==> src/rtl/mcpu_ram_upload_pkg.sv <==
// Shared main-CPU memory-map definitions for the RAM upload (hiscore/NVRAM save) path.
// Holds the upload FSM encoding and the default hiscore window.
package mcpu_ram_upload_pkg;

  typedef enum logic [2:0] {
    ST_IDLE   = 3'd0,
    ST_RD_LO  = 3'd1,
    ST_RD_HI  = 3'd2,
    ST_CAP_HI = 3'd3,
    ST_OOW    = 3'd4
  } state_e;

  localparam logic [26:0] HS_BASE = 27'h0000000;
  localparam logic [26:0] HS_SIZE = 27'h0004000;

  // Uploads are word oriented: odd byte addresses fold onto the even byte below.
  function automatic logic [26:0] align_word(input logic [26:0] addr);
    return addr & ~27'h0000001;
  endfunction

endpackage

==> src/rtl/mcpu_ram_upload_if.sv <==
// Framework ioctl upload bus: the framework is master, the RAM upload block is slave.
interface mcpu_ram_upload_if;
  logic        ioctl_upload;
  logic [26:0] ioctl_addr;
  logic        ioctl_rd;
  logic [15:0] ioctl_din;
  logic        ioctl_wait;

  modport master (
    output ioctl_upload, ioctl_addr, ioctl_rd,
    input  ioctl_din, ioctl_wait
  );

  modport slave (
    input  ioctl_upload, ioctl_addr, ioctl_rd,
    output ioctl_din, ioctl_wait
  );
endinterface

==> src/rtl/mcpu_ram_upload.sv <==
// Serves ioctl upload reads from a byte-wide RAM read port as little-endian 16-bit words.
// Two back-to-back byte reads per word; addresses outside the window return 16'hFFFF.
module mcpu_ram_upload
  import mcpu_ram_upload_pkg::*;
#(
  parameter int          AW   = 14,
  parameter logic [26:0] BASE = HS_BASE,
  parameter logic [26:0] SIZE = HS_SIZE
) (
  input  logic             clk_sys,
  input  logic             reset,
  mcpu_ram_upload_if.slave bus,
  output logic [AW-1:0]    mem_addr,
  output logic             mem_rd,
  input  logic [7:0]       mem_q,
  output logic             busy,
  output logic             upload_done
);

  state_e        state_r, state_nxt;
  logic [15:0]   din_r, din_nxt;
  logic          wait_r, wait_nxt;
  logic [AW-1:0] addr_r, addr_nxt;
  logic          rd_r, rd_nxt;
  logic [7:0]    lo_r, lo_nxt;
  logic          hi_oow_r, hi_oow_nxt;
  logic [26:0]   word_r, word_nxt;
  logic          busy_r, upload_d_r, done_r;

  logic [26:0]   aligned_s, word_s;
  logic [AW-1:0] word_lo_s;
  logic          in_win_s, start_s, abort_s, hi_oow_s;

  // Window test runs one bit wider so BASE+SIZE never wraps.
  assign aligned_s = align_word(bus.ioctl_addr);
  assign in_win_s  = ({1'b0, aligned_s} >= {1'b0, BASE}) &&
                     ({1'b0, aligned_s} < ({1'b0, BASE} + {1'b0, SIZE}));
  assign word_s    = aligned_s - BASE;
  assign word_lo_s = word_s[AW-1:0];
  assign start_s   = bus.ioctl_rd & bus.ioctl_upload;
  assign abort_s   = (state_r != ST_IDLE) & ~bus.ioctl_upload;
  assign hi_oow_s  = ({1'b0, word_r} + 28'd1) >= {1'b0, SIZE};

  // State register.
  always_ff @(posedge clk_sys or posedge reset) begin
    if (reset) state_r <= ST_IDLE;
    else       state_r <= state_nxt;
  end

  // Next-state logic; a dropped upload session overrides every transition.
  always_comb begin
    state_nxt = state_r;
    if (abort_s) begin
      state_nxt = ST_IDLE;
    end else begin
      case (state_r)
        ST_IDLE: begin
          if (start_s) state_nxt = in_win_s ? ST_RD_LO : ST_OOW;
          else         state_nxt = ST_IDLE;
        end
        ST_RD_LO:  state_nxt = ST_RD_HI;
        ST_RD_HI:  state_nxt = ST_CAP_HI;
        ST_CAP_HI: state_nxt = ST_IDLE;
        ST_OOW:    state_nxt = ST_IDLE;
        default:   state_nxt = ST_IDLE;
      endcase
    end
  end

  // Next values of the registered outputs and datapath.
  always_comb begin
    din_nxt    = din_r;
    wait_nxt   = wait_r;
    addr_nxt   = addr_r;
    rd_nxt     = rd_r;
    lo_nxt     = lo_r;
    hi_oow_nxt = hi_oow_r;
    word_nxt   = word_r;
    if (abort_s) begin
      wait_nxt = 1'b0;
      rd_nxt   = 1'b0;
    end else begin
      case (state_r)
        ST_IDLE: begin
          if (start_s && in_win_s) begin
            word_nxt = word_s;
            addr_nxt = word_lo_s;
            rd_nxt   = 1'b1;
            wait_nxt = 1'b1;
          end else if (start_s) begin
            wait_nxt = 1'b1;
          end else begin
            wait_nxt = 1'b0;
            rd_nxt   = 1'b0;
          end
        end
        ST_RD_LO: begin
          addr_nxt = addr_r + {{(AW-1){1'b0}}, 1'b1};
          rd_nxt   = 1'b1;
        end
        ST_RD_HI: begin
          lo_nxt     = mem_q;
          rd_nxt     = 1'b0;
          hi_oow_nxt = hi_oow_s;
        end
        ST_CAP_HI: begin
          din_nxt  = {(hi_oow_r ? 8'hFF : mem_q), lo_r};
          wait_nxt = 1'b0;
        end
        ST_OOW: begin
          din_nxt  = 16'hFFFF;
          wait_nxt = 1'b0;
        end
        default: begin
          wait_nxt = 1'b0;
          rd_nxt   = 1'b0;
        end
      endcase
    end
  end

  // Output and datapath registers.
  always_ff @(posedge clk_sys or posedge reset) begin
    if (reset) begin
      din_r    <= 16'h0000;
      wait_r   <= 1'b0;
      addr_r   <= {AW{1'b0}};
      rd_r     <= 1'b0;
      lo_r     <= 8'h00;
      hi_oow_r <= 1'b0;
      word_r   <= 27'h0000000;
      busy_r   <= 1'b0;
    end else begin
      din_r    <= din_nxt;
      wait_r   <= wait_nxt;
      addr_r   <= addr_nxt;
      rd_r     <= rd_nxt;
      lo_r     <= lo_nxt;
      hi_oow_r <= hi_oow_nxt;
      word_r   <= word_nxt;
      busy_r   <= (state_nxt != ST_IDLE);
    end
  end

  // Falling-edge detector on the upload session flag.
  always_ff @(posedge clk_sys or posedge reset) begin
    if (reset) begin
      upload_d_r <= 1'b0;
      done_r     <= 1'b0;
    end else begin
      upload_d_r <= bus.ioctl_upload;
      done_r     <= upload_d_r & ~bus.ioctl_upload;
    end
  end

  assign bus.ioctl_din  = din_r;
  assign bus.ioctl_wait = wait_r;
  assign mem_addr       = addr_r;
  assign mem_rd         = rd_r;
  assign busy           = busy_r;
  assign upload_done    = done_r;

endmodule

==> src/flat_wrapper.sv <==
// flat-port wrapper written by rule: the top's interface ports become plain ports
module mcpu_ram_upload_flat import mcpu_ram_upload_pkg::*;
#(
  parameter int          AW   = 14,
  parameter logic [26:0] BASE = HS_BASE,
  parameter logic [26:0] SIZE = HS_SIZE
)
  (clk_sys, reset, mem_addr, mem_rd, mem_q, busy, upload_done, bus_ioctl_upload, bus_ioctl_addr, bus_ioctl_rd, bus_ioctl_din, bus_ioctl_wait);
  mcpu_ram_upload_if bus_i ();
  input  logic clk_sys;
  input  logic reset;
  output logic [AW-1:0] mem_addr;
  output logic mem_rd;
  input  logic [7:0] mem_q;
  output logic busy;
  output logic upload_done;
  input wire logic [$bits(bus_i.ioctl_upload)-1:0] bus_ioctl_upload;
  input wire logic [$bits(bus_i.ioctl_addr)-1:0] bus_ioctl_addr;
  input wire logic [$bits(bus_i.ioctl_rd)-1:0] bus_ioctl_rd;
  output wire logic [$bits(bus_i.ioctl_din)-1:0] bus_ioctl_din;
  output wire logic [$bits(bus_i.ioctl_wait)-1:0] bus_ioctl_wait;
  assign bus_i.ioctl_upload = bus_ioctl_upload;
  assign bus_i.ioctl_addr = bus_ioctl_addr;
  assign bus_i.ioctl_rd = bus_ioctl_rd;
  assign bus_ioctl_din = bus_i.ioctl_din;
  assign bus_ioctl_wait = bus_i.ioctl_wait;
  mcpu_ram_upload #(.AW(AW), .BASE(BASE), .SIZE(SIZE)) u_core (.clk_sys(clk_sys), .reset(reset), .bus(bus_i), .mem_addr(mem_addr), .mem_rd(mem_rd), .mem_q(mem_q), .busy(busy), .upload_done(upload_done));
endmodule
==> config.mk <==
export PLATFORM = sky130hd
export DESIGN_NAME = mcpu_ram_upload_flat
export DESIGN_NICKNAME = d
export VERILOG_FILES = /design/src/rtl/mcpu_ram_upload_pkg.sv /design/src/rtl/mcpu_ram_upload_if.sv /design/src/rtl/mcpu_ram_upload.sv /design/src/flat_wrapper.sv
export SDC_FILE = /design/constraint.sdc
export NUM_CORES = 1
export LEC_CHECK = 0
export CAP_MARGIN = 0
export CELL_PAD_IN_SITES_DETAIL_PLACEMENT = 0
export CELL_PAD_IN_SITES_GLOBAL_PLACEMENT = 1
export CORE_MARGIN = 4
export CORE_UTILIZATION = 41
export CTS_BUF_LIST = sky130_fd_sc_hd__clkbuf_4 sky130_fd_sc_hd__clkbuf_8
export DETAILED_ROUTE_END_ITERATION = 6
export GPL_TIMING_DRIVEN = 0
export PLACE_DENSITY_LB_ADDON = 0.2
export SKIP_CTS_REPAIR_TIMING = 1
export SLEW_MARGIN = 25
export SYNTH_ARGS = -nofsm -noshare
export SYNTH_HDL_FRONTEND = slang
export SYNTH_SLANG_ARGS = --single-unit
==> constraint.sdc <==
create_clock -name clk_sys -period 4.7 [get_ports clk_sys]
set_input_delay 0.94 -clock clk_sys [delete_from_list [all_inputs] [get_ports clk_sys]]
set_output_delay 0.94 -clock clk_sys [all_outputs]
set_load 0.01 [all_outputs]
Word level (Yosys, flattened, before mapping):

Cells that the tools add are included.

* input bits: 39
* output and inout port bits: 34
* word-level logic and storage cells: 57
* register bits after elaboration: 73

* equal/unequal tests: 8
* add/subtract/negate cells: 2
* bitwise gates (word level): 5
* reduce and logical (&&, ||, !) cells: 13
* order comparisons: 2
* multiplexer cells: 16

Operator list (count)
* case mux 16 bit (2 select lines): 1
* adder 27 x 1 -> 28 bit, second input constant: 1
* greater-or-equal comparator 28 x 15 -> 1 bit, second input constant: 1
* case mux 14 bit (2 select lines): 1
* less-than comparator 27 x 15 -> 1 bit, second input constant: 1
* adder 14 x 1 -> 14 bit, second input constant: 1
* two-way mux 14 bit: 1
* two-way mux 3 bit: 3
* case mux 3 bit (3 select lines): 1
* two-way mux 8 bit: 1
* == test 3 x 2 -> 1 bit, second input constant: 2
* two-way mux 1 bit: 6
* inequality test 2 x 1 -> 1 bit, second input constant: 3
* AND reduction 2 bit: 3
* AND reduction 3 bit: 2
* nonzero test 3 bit: 2
* inequality test 4 bit, second input constant: 1
* nonzero test 2 bit: 2
* OR reduction 2 bit: 2
* AND 1 bit: 3
* == test 3 x 1 -> 1 bit, second input constant: 1
* == test 3 bit, second input constant: 1
* logical NOT 3 bit: 1
* case mux 1 bit (3 select lines): 1
* other kinds (3): 4

Depth between registers and ports, before layout:

* word-level depth: 6
* gate-level depth with buffers: 6
* mapped depth without buffers: 5

Worst setup path before layout:

OpenSTA, ideal clock, no wires.

* path kind: in2reg
* start: input bus_ioctl_addr[18]
* end: register u_core.addr_r[1], in the netlist u_core.mem_addr[1]
* setup time: 125 ps
* path slack: 2466 ps
* arrival: 2109 ps
* stages on the path: 4
* buffers on the path: 0
* cell sequence: nor4_1 > nand4_1 > o21ai_1 > mux2_2

* word-level cells in the longest chain between the ends: 4

RTL lines
* from (decl): RTL line flat_wrapper.sv:18 `input wire logic [$bits(bus_i.ioctl_addr)-1:0] bus_ioctl_addr;`
* less-than comparator 27 x 15 -> 1 bit: RTL line mcpu_ram_upload.sv:37 `({1'b0, aligned_s} < ({1'b0, BASE} + {1'b0, SIZE}));`
* logical AND 1 bit: RTL line mcpu_ram_upload.sv:85 `if (start_s && in_win_s) begin`
* inequality test 2 x 1 -> 1 bit (no source line)
* AND reduction 3 bit (no source line)
* to (signal assigned): RTL line mcpu_ram_upload.sv:127 `addr_r <= {AW{1'b0}};`
* to (signal assigned): RTL line mcpu_ram_upload.sv:136 `addr_r <= addr_nxt;`
* to (decl): RTL line mcpu_ram_upload.sv:23 `logic [AW-1:0] addr_r, addr_nxt;`

No other way between the ends.
A chain may end at the register's enable or synchronous reset.

Worst setup path in the final report:

* start: input bus_ioctl_upload
* end: register u_core.addr_r[7], in the netlist u_core.mem_addr[7]

* word-level cells in the longest chain between the ends: 4

RTL lines
* from (decl): RTL line flat_wrapper.sv:17 `input wire logic [$bits(bus_i.ioctl_upload)-1:0] bus_ioctl_upload;`
* AND 1 bit / NOT 1 bit (equally long branches): RTL line mcpu_ram_upload.sv:40, mcpu_ram_upload.sv:41
* logical AND 1 bit / AND 1 bit (equally long branches): RTL line mcpu_ram_upload.sv:85, mcpu_ram_upload.sv:41
* inequality test 2 x 1 -> 1 bit (no source line) / NOT 1 bit (equally long branches)
* AND reduction 3 bit (no source line) *

Mark *: on every way between the ends. The rest lies on a longest branch, timed or not.

==> results.md <==
Clock network:
- Counting along the longest clock path gives a buffer depth of 2.
- The clock-pin slew of the registers on the worst-case setup and hold paths is 0.07 ns.
- The H-tree generated during clock tree synthesis spans 3 levels.
- The total clock buffers created by CTS is 9.
- The worst-skew pair later-pin latency is 0.33 ns.
- TritonCTS built the clock tree.
- Clock tree synthesis selected as its root buffer the cell sky130_fd_sc_hd__clkbuf_8.
- For this design, the sink count on the clock tree is 60.

Synthesis:
- The proportion of synthesized flip-flops having asynchronous set or reset is 1.00.
- Of the post-synthesis cell area, the dominant cell type holds 0.556.
- The average size of a mapped cell is 10.2 µm².
- The most instantiated flip-flop cell in the synthesis netlist is sky130_fd_sc_hd__dfrtp_1.
- Of the total synthesized cell area, the portion taken by AND, OR, NAND and NOR gates is 0.241.
- The area fraction in compound gates after synthesis is 0.138.
- Counting distinct cell types in the post-synthesis netlist gives 45.
- In this run, synthesis inferred 0 flip-flops with an integrated enable.
- By area the synthesized netlist is led by sky130_fd_sc_hd__dfrtp_1 56%, sky130_fd_sc_hd__nand2_1 4.9%, sky130_fd_sc_hd__nor2_1 4.0%.
- The largest family of logic cells by synthesized area is simple AND/OR/NAND/NOR gates.
- The part of the Yosys area used for sequential elements is 0.556.
- The most numerous cell in the Yosys netlist is sky130_fd_sc_hd__dfrtp_1.
- The cell area after synthesis is 2700 µm².
- Summed over all instances, the cell type with the most area after synthesis is sky130_fd_sc_hd__dfrtp_1.
- Of the total synthesized cell area, the portion taken by XOR and XNOR cells is 0.
- Of the total synthesized cell area, the portion taken by full adders, half adders and majority gates is 0.00463.
- Counting instances in the post-synthesis netlist gives the leading cell types as 60 x sky130_fd_sc_hd__dfrtp_1, 35 x sky130_fd_sc_hd__nand2_1, 29 x sky130_fd_sc_hd__nor2_1.
- The flip-flop and latch count after synthesis is 60.
- The net count of the mapped netlist is 305.
- The portion of netlist area occupied by mux cells is 0.0412.
- The warning count from the yosys run is 0.
- The number of standard cells after synthesis is 265.

Critical path:
- STA classifies the critical path endpoint as a flip-flop.
- Along the worst path, the maximum fanout reaches 10.
- The setup path with the least slack is of type in2reg.
- Counting cells, the worst reg-to-reg path comes to 6.
- Data arrives at the worst endpoint at 2.90 ns.
- STA puts the critical path data required time at 4.87 ns.
- The sort of element at the start of the critical path is an input port.

Global routing:
- The wire length of the first global-routing pass is 11,100 µm.
- The overall routing resource usage is 0.182.
- The initial antenna violation count is 0.
- For this run the aggregate overflow at the end of global routing stands at 0.
- The via count of the first global-routing pass is 2,230.
- Entering global routing, the biggest net connects 37 pins.

Final layout:
- The fraction of layout cells with a size suffix above 1 is 0.110.
- The signed area change from the synthesized netlist to the final layout is 38.4%.
- The total inserted antenna cells is 0.
- Once layout is complete, the cells apart from fillers number 430.
- The design area is 3740 µm².
- The number of nets in the layout is 388.

Floorplanning:
- The die extent in y is 89.2 µm.
- Pin placement for this block handled 73 I/O pins.
- The die covers 7950 µm².
- The floorplan step set the die width to 89.2 µm.
- The core region is 6390 µm².
- The initial core utilization is 0.423.
- The placement row count is 29.

Power:
- The static leakage is 1.69 nW.
- Summing internal, switching and leakage power gives 0.00117 W.
- The ratio of total power to cell area is 314 nW/µm².
- The peak ir drop on the vdd network is 206 µV.

STA:
- The worst pin sits at a relative slew slack of 0.432.
- The worst-case clock skew is 0.00742 ns.
- Setup repair after global routing left no endpoint under its margin.
- The setup total negative slack is 0 ns.
- The clock period could shrink to 2.73 ns.
- The count of endpoints failing hold in the final timing report is 0.
- The share of the cycle needed by the critical path after routing is 0.580.
- The number of endpoints failing setup at the final stage is 0.
- Across all hold checks on the routed design, the worst slack comes to 0.462 ns.
- The number of pins exceeding their max-slew limit in the final report is 0.
- Derived from the worst setup path, the maximum achievable clock frequency is 367 MHz.
- The transition time at the pin with the least slew margin is 0.851 ns.

Routing:
- The detail route stage leaves a number of antenna-violating nets equal to 0.
- The via count of the routed design is 2,311.
- The first detailed-routing pass ran for 4 iterations.
- The detailed router finished its first iteration with 144 violations.
- The final layout contains routed wiring with a total length of 6660 µm.
- The number of vias per cell is 5.37.
- The number of DRC violations after detailed routing is 0.
- The post-detailed-route wirelength per cell is 15.5 µm.

Place:
- Port buffering added 71 buffers.
- The global placement routability congestion is 0.821.
- Counting tap cells, the placed design contains a total of 414 instances.
- Summed over all nets, the half-perimeter wirelength after detailed placement is 4720 µm.
- Summing all placed instances gives a cell area of 3530 µm².

Job:
- The number of max-cap violations is 0.

Hold path:
- Along the worst hold path, the cell count comes to 1.
- The worst min-delay path class is reg2reg.

Run status:
- The run finished with clean final reports.
## registers in the layout, indices dropped and copies added, names as in the netlist
signal,cells
u_core.mem_addr,14
u_core.bus.ioctl_wait,1
u_core.upload_done,1
u_core.hi_oow_r,1
u_core.word_r,13
u_core.upload_d_r,1
u_core.lo_r,8
u_core.mem_rd,1
u_core.bus.ioctl_din,16
u_core.state_r,3
u_core.busy,1
## area by class of cell
cell class | instances | area, µm²
Sequential cell | 60 | 1500
Fill cell | 590 | 2650
Tap cell | 77 | 96.3
Inverter | 1 | 6.26
Clock buffer | 12 | 159
Multi-Input combinational cell | 193 | 1150
Buffer | 11 | 48.8
Clock inverter | 4 | 47.5
Timing Repair Buffer | 72 | 731
## where the power goes
part / switching [W] / internal (W) / leakage, nW
logic: 0.0000597 / 0.0000853 / 0.813
clock network: 0.000193 / 0.000278 / 0.106
registers: 0.0000145 / 0.000542 / 0.772
## layer usage
| metal | track usage | vias up | routed length, µm |
|---|---|---|---|
| li1 | - | 1132 | - |
| met1 | 0.248 | 1097 | 3070 |
| met2 | 0.281 | 76 | 3070 |
| met3 | 0.0525 | 6 | 466 |
| met4 | 0.0528 | 0 | 53 |
| met5 | 0 | - | 0 |
## cell families after synthesis
group / Yosys count
buffers and inverters: 12
and+or+nand+nor: 127
muxes: 10
AOI/OAI and AO/OA: 55
DFF: 60
adders and majority gates: 1
## worst max-delay path: stages
cell,delay (ns)
sky130_fd_sc_hd__clkdlybuf4s50_1,0.55
sky130_fd_sc_hd__and4bb_2,0.31
sky130_fd_sc_hd__buf_2,0.18
sky130_fd_sc_hd__a21oi_1,0.68
sky130_fd_sc_hd__o221ai_1,0.24
## metrics by stage
step	setup slack (ns)	utilization
2_1_floorplan	2.28	-
3_3_place_gp	1.16	0.549
3_5_place_dp	1.63	0.553
4_1_cts	1.99	0.585
5_1_grt	1.84	0.585
6_report	1.97	0.585
## worst paths after layout
kind / start / end / slack (ns)
min: u_core.upload_d_r$_DFF_PP0_ / u_core.upload_done$_DFF_PP0_ / 0.46
max reg2reg: u_core.state_r[1]$_DFF_PP0_ / u_core.bus.ioctl_din[11]$_DFFE_PP0P_ / 2.65
min in group asynchronous: reset / u_core.bus.ioctl_din[11]$_DFFE_PP0P_ / 0.93
min reg2reg: u_core.upload_d_r$_DFF_PP0_ / u_core.upload_done$_DFF_PP0_ / 0.46
max: bus_ioctl_upload / u_core.mem_addr[7]$_DFFE_PP0P_ / 1.97
max in group asynchronous: reset / u_core.hi_oow_r$_DFFE_PP0P_ / 3.29
## placed cells by master, fill, tap and decap left out, drive strengths merged, types with 4 or more instances in the layout
cell / synthesis / final
a21oi: 7 / 7
and2: 14 / 14
and3: 4 / 4
buf: 5 / 6
clkbuf: 6 / 18
clkdlybuf4s50: 0 / 71
dfrtp: 60 / 60
mux2: 9 / 9
nand2: 35 / 35
nand3: 9 / 9
nor2: 29 / 29
nor3: 6 / 6
nor3b: 4 / 4
nor4: 6 / 6
o21ai: 20 / 20
o221ai: 8 / 8
No activity file was read; power rests on OpenSTA's default activity.
